`src/rtl/serial_add_sequencer_if.sv`:
```
// Handshake and operand/result bundle for serial_add_sequencer.
// SERIAL_ADD_SEQUENCER_SUB_EN adds the sub request bit.
interface serial_add_sequencer_if #(
  parameter int unsigned WIDTH = 8
);
  logic             start;
  logic [WIDTH-1:0] a;
  logic [WIDTH-1:0] b;
`ifdef SERIAL_ADD_SEQUENCER_SUB_EN
  logic             sub;
`endif
  logic             busy;
  logic             done;
  logic [WIDTH-1:0] sum;
  logic             cOut;

  modport master (
`ifdef SERIAL_ADD_SEQUENCER_SUB_EN
    output sub,
`endif
    output start, a, b,
    input  busy, done, sum, cOut
  );

  modport slave (
`ifdef SERIAL_ADD_SEQUENCER_SUB_EN
    input  sub,
`endif
    input  start, a, b,
    output busy, done, sum, cOut
  );
endinterface

```
`src/rtl/serial_add_sequencer.sv`:
```
// Bit-serial WIDTH-bit adder: one full-adder slice walked LSB-first over WIDTH cycles.
// Optional subtract mode under SERIAL_ADD_SEQUENCER_SUB_EN.
module serial_add_sequencer #(
  parameter int unsigned WIDTH = 8
) (
  input logic                   clk,
  input logic                   reset_n,
  serial_add_sequencer_if.slave bus
);

  localparam int unsigned CntW = (WIDTH > 2) ? $clog2(WIDTH) : 1;
  localparam logic [CntW-1:0] CntLast = CntW'(WIDTH - 1);

  typedef enum logic [1:0] {StIdle, StRun, StDone} state_e;

  state_e           state_q;
  logic [WIDTH-1:0] a_q;
  logic [WIDTH-1:0] b_q;
  logic [WIDTH-1:0] sum_q;
  logic [CntW-1:0]  cnt_q;
  logic             carry_q;
  logic             cout_q;
  logic             busy_q;
  logic             done_q;

  logic sub_in;
`ifdef SERIAL_ADD_SEQUENCER_SUB_EN
  assign sub_in = bus.sub;
`else
  assign sub_in = 1'b0;
`endif

  // Full-adder slice as two half adders joined by an OR on the carries.
  logic ha0_s, ha0_c, ha1_s, ha1_c, slice_c;
  always_comb begin
    ha0_s   = a_q[0] ^ b_q[0];
    ha0_c   = a_q[0] & b_q[0];
    ha1_s   = ha0_s ^ carry_q;
    ha1_c   = ha0_s & carry_q;
    slice_c = ha0_c | ha1_c;
  end

  always_ff @(posedge clk or negedge reset_n) begin
    if (!reset_n) begin
      state_q <= StIdle;
      a_q     <= '0;
      b_q     <= '0;
      sum_q   <= '0;
      cnt_q   <= '0;
      carry_q <= 1'b0;
      cout_q  <= 1'b0;
      busy_q  <= 1'b0;
      done_q  <= 1'b0;
    end else begin
      done_q <= 1'b0;
      case (state_q)
        // The DONE->IDLE edge also samples start so back-to-back ops take WIDTH+1 cycles.
        StIdle, StDone: begin
          if (bus.start) begin
            a_q     <= bus.a;
            b_q     <= sub_in ? ~bus.b : bus.b;
            carry_q <= sub_in;
            cnt_q   <= '0;
            sum_q   <= '0;
            busy_q  <= 1'b1;
            state_q <= StRun;
          end else begin
            busy_q  <= 1'b0;
            state_q <= StIdle;
          end
        end
        StRun: begin
          sum_q   <= {ha1_s, sum_q[WIDTH-1:1]};
          a_q     <= a_q >> 1;
          b_q     <= b_q >> 1;
          carry_q <= slice_c;
          if (cnt_q == CntLast) begin
            cout_q  <= slice_c;
            done_q  <= 1'b1;
            state_q <= StDone;
          end else begin
            cnt_q <= cnt_q + 1'b1;
          end
        end
        default: begin
          busy_q  <= 1'b0;
          state_q <= StIdle;
        end
      endcase
    end
  end

  assign bus.busy = busy_q;
  assign bus.done = done_q;
  assign bus.sum  = sum_q;
  assign bus.cOut = cout_q;

endmodule

```
`src/flat_wrapper.sv`:
```
// flat-port wrapper written by rule: the top's interface ports become plain ports
module serial_add_sequencer_flat 
#(
  parameter int unsigned WIDTH = 8
)
  (clk, reset_n, bus_start, bus_a, bus_b, bus_busy, bus_done, bus_sum, bus_cOut);
  serial_add_sequencer_if #(.WIDTH(WIDTH)) bus_i ();
  input logic clk;
  input logic reset_n;
  input wire logic [$bits(bus_i.start)-1:0] bus_start;
  input wire logic [$bits(bus_i.a)-1:0] bus_a;
  input wire logic [$bits(bus_i.b)-1:0] bus_b;
  output wire logic [$bits(bus_i.busy)-1:0] bus_busy;
  output wire logic [$bits(bus_i.done)-1:0] bus_done;
  output wire logic [$bits(bus_i.sum)-1:0] bus_sum;
  output wire logic [$bits(bus_i.cOut)-1:0] bus_cOut;
  assign bus_i.start = bus_start;
  assign bus_i.a = bus_a;
  assign bus_i.b = bus_b;
  assign bus_busy = bus_i.busy;
  assign bus_done = bus_i.done;
  assign bus_sum = bus_i.sum;
  assign bus_cOut = bus_i.cOut;
  serial_add_sequencer #(.WIDTH(WIDTH)) u_core (.clk(clk), .reset_n(reset_n), .bus(bus_i));
endmodule
```
`config.mk`:
```
export PLATFORM = sky130hd
export DESIGN_NAME = serial_add_sequencer_flat
export DESIGN_NICKNAME = d
export VERILOG_FILES = /design/src/rtl/serial_add_sequencer_if.sv /design/src/rtl/serial_add_sequencer.sv /design/src/flat_wrapper.sv
export SDC_FILE = /design/constraint.sdc
export NUM_CORES = 1
export LEC_CHECK = 0
export CORE_ASPECT_RATIO = 1.5
export CORE_MARGIN = 2
export CORE_UTILIZATION = 45
export CTS_CLUSTER_SIZE = 30
export DETAILED_ROUTE_END_ITERATION = 10
export PLACE_DENSITY = 0.69
export SYNTH_ARGS = -nofsm -noshare
export SYNTH_HDL_FRONTEND = slang
export SYNTH_SLANG_ARGS = --single-unit
```
`constraint.sdc`:
```
create_clock -name clk -period 1.6 [get_ports clk]
set_input_delay 0.16 -clock clk [delete_from_list [all_inputs] [get_ports clk]]
set_output_delay 0.16 -clock clk [all_outputs]
set_load 0.02 [all_outputs]
```
==> key figures <==
Yosys
  – Mapped Area: 1820 um2
  – Synth warn: 0
  – Xor-xnor portion of the synthesized cell area: 0%
  – Number of flops mapped to enable cells by yosys: 0
  – Seq/Total Area, Yosys: 45.5%
  – Commonest cells post-synth: mux2i_1, dfrtp_1, a22o_1
  – Adder-cell share of the synthesized area: 2.48%
  – Top_reg_cell synth: dfrtp_1
  – Synth top area share: 45.5%
  – Largest family of logic cells by synthesized area: multiplexers
  – Compound-Gate Fraction of Synth Area: 9.30%
  – #FFs+latches synth: 33
  – Synth area leaders: dfrtp_1, mux2i_1, a22o_1
  – Simple-gate share of the synthesized area: 5.44%
  – Share of synthesized registers carrying an async set or reset: 100%
  – Count leader, synth: mux2i_1
  – Mux cell area share after synthesis: 29.2%
  – Avg Synthesized Cell Area: 13.4 um2
  – Yosys top cell by area: dfrtp_1
  – Synth unique cells: 29
  – Post-Syn Nets: 158
  – Post-Syn Instances: 136

Floorplan
  – Core Box Area: 3920 um2
  – X dimension of the die: 55.9 um
  – Die area: 4570 um2
  – Rows: 28
  – Initial Util: 46.3%
  – DIE HEIGHT: 81.8 um
  – IO Count: 30

Power and ir drop
  – Peak supply drop: 0.000991 V
  – Pwr/cell area: 1690 nW/um2
  – LEAKAGE: 1.06 nW

Global routing
  – Gr busiest metal: met2
  – Met2 usage: 28.3%
  – Largest net degree at the start of global routing: 34
  – Met3 Resource Use GR: 5.35%
  – Total grt overflow: 0
  – Total track usage: 16.0%
  – Initial antenna violation count: 0
  – Met1 capacity usage during global routing: 16.6%
  – First-pass GRT wire length: 5.48 mm
  – Vias in the first global route: 1230

Worst setup path
  – Worst setup SP type: flip-flop
  – CP delay by family, top: buffers and inverters
  – CP arrival: 1330 ps
  – Crit-path cells: clkdlybuf4s50_1
  – CP Max Fanout: 4
  – Worst R2R Path Depth: 4
  – Req. time, crit path: 1440 ps
  – Reg2reg start: u_core.cnt_q[0]
  – Element type at the critical path end: output port
  – Worst path bufs/invs: 1
  – R2r setup slk: 120 ps
  – Slowest cell on crit path: clkdlybuf4s50_1
  – FF-to-FF End: u_core.cnt_q[0]
  – Slowest stage delay, CP: 630 ps
  – Setup CP Type: reg -> out

Clock network
  – CTS Buf Count: 5
  – Post-CTS Setup Bufs: 0
  – CTS tree: built
  – Clock Sink Count: 33
  – Hold_buf cts: 0
  – H-tree levels: 2
  – Clk_lat worst skew: 280 ps
  – Clock root buffer master: clkbuf_8
  – Reg clk slew, reported paths: 70 ps
  – Clock Tree Buf Depth: 2
  – Post-CTS sizing: 0

STA
  – Slew headroom: 67.1%
  – Max frequency: 671 MHz
  – Unrepaired setup endpoints after global routing: false
  – Fin. max-slew vios: 0
  – Setup violators final: 0
  – Clock Skew: 6.58 ps
  – Post-route minimum period: 1490 ps
  – Hold Vio Cnt, Final: 0
  – Period utilization: 93.1%
  – Setup TNS: 0 ps
  – Worst-margin pin slew: 494 ps

Status
  – Status: completed

Placement
  – Dpl cells: 209
  – Final RePlAce weighted congestion: 0.827
  – Port buffer count: 29
  – Detailed Place HPWL: 2.34 mm

Route
  – DRT antenna net count: 0
  – First-iteration detailed-routing DRC count: 15
  – Drt first pass iters: 4
  – WL final: 3.26 mm
  – DRC: 0
  – Routed length per instance: 15.0 um
  – Vias/cell: 5.47
  – Via count: 1187

Cells and area
  – Final #Nets: 193
  – P&R area growth vs syn: 21.3%
  – Antenna fix cells: 0
  – Fill cells: 344
  – Final std cells w/o fill: 217
  – Share of layout cells above drive strength 1: 14.5%

Worst hold path
  – HP Class: in -> async

Job
  – Max-cap violations: 0
==> power breakdown <==
part / leakage, nW / total, W / internal [W] / switching [W]
clock: 0.0542 / 0.000686 / 0.000389 / 0.000297
sequential: 0.424 / 0.00146 / 0.00118 / 0.000287
combinational: 0.580 / 0.00157 / 0.000879 / 0.000695
==> state kept, by name, summed over array words and instances, names as in the netlist <==
signal           count
u_core.a_q           8
u_core.b_q           8
u_core.bus.busy      1
u_core.bus.cOut      1
u_core.bus.done      1
u_core.bus.sum       8
u_core.carry_q       1
u_core.cnt_q         3
u_core.state_q       2
==> placed cells by master (no fill, tap or decap), drive strengths merged, types with 4 or more instances in the layout <==
cell type / Yosys / routed
clkdlybuf4s50: 0 / 29
dfrtp: 33 / 33
mux2: 7 / 7
mux2i: 44 / 44
clkbuf: 2 / 7
nand2b: 4 / 4
inv: 5 / 5
a22o: 7 / 7
buf: 8 / 9
==> how the worst max path moves through the flow <==
stage	endpoint	slack, ps	cells past startpoint	start
floorplan	u_core.cnt_q[1]	220	4	u_core.cnt_q[0]
global placement	u_core.cnt_q[1]	160	4	u_core.cnt_q[0]
detailed placement	u_core.cnt_q[2]	110	4	u_core.cnt_q[0]
CTS	bus_sum[6]	90	1	u_core.bus.sum[6]
global route	u_core.cnt_q[0]	50	4	u_core.cnt_q[0]
finish	bus_sum[6]	110	1	u_core.bus.sum[6]
==> through the flow <==
stage | total power (W) | hold slack, ps | setup WS [ps] | utilization, % | instance area [um2]
2_1_floorplan | 0.00262 | -136 | 220 | - | 1820
3_3_place_gp | 0.00299 | 484 | 157 | 53.6 | 2100
3_5_place_dp | 0.00308 | 470 | 111 | 53.6 | 2100
4_1_cts | 0.00379 | 281 | 85.7 | 56.2 | 2200
5_1_grt | 0.00400 | 303 | 46.3 | 56.2 | 2200
6_report | 0.00372 | 272 | 111 | 56.2 | 2200
==> layer usage <==
metal  share of wire, %  vias to the layer above
li1                   -                      566
met1                 41                      583
met2                 51                       28
met3                4.7                       10
met4                3.5                        0
met5                  0                        -
==> cell families (layout without fill, tap and decap cells) <==
group / count (synthesis) / count (layout)
fa+ha+maj: 3 / 3
buf+inv: 15 / 51
simple gates: 15 / 15
mux: 51 / 51
flops: 33 / 33
compound gates: 19 / 19
==> final cells by class <==
class | instances | area [um2] | share of cell area [%]
inverter | 5 | 18.8 | 0.852
tap | 45 | 56.3 | 2.56
multi-input combinational | 88 | 843 | 38.3
sequential | 33 | 826 | 37.5
timing repair buffer | 38 | 358 | 16.2
clock buffer | 7 | 96.3 | 4.37
clock inverter | 1 | 5.00 | 0.227
Power figures use the tool's default switching activity.
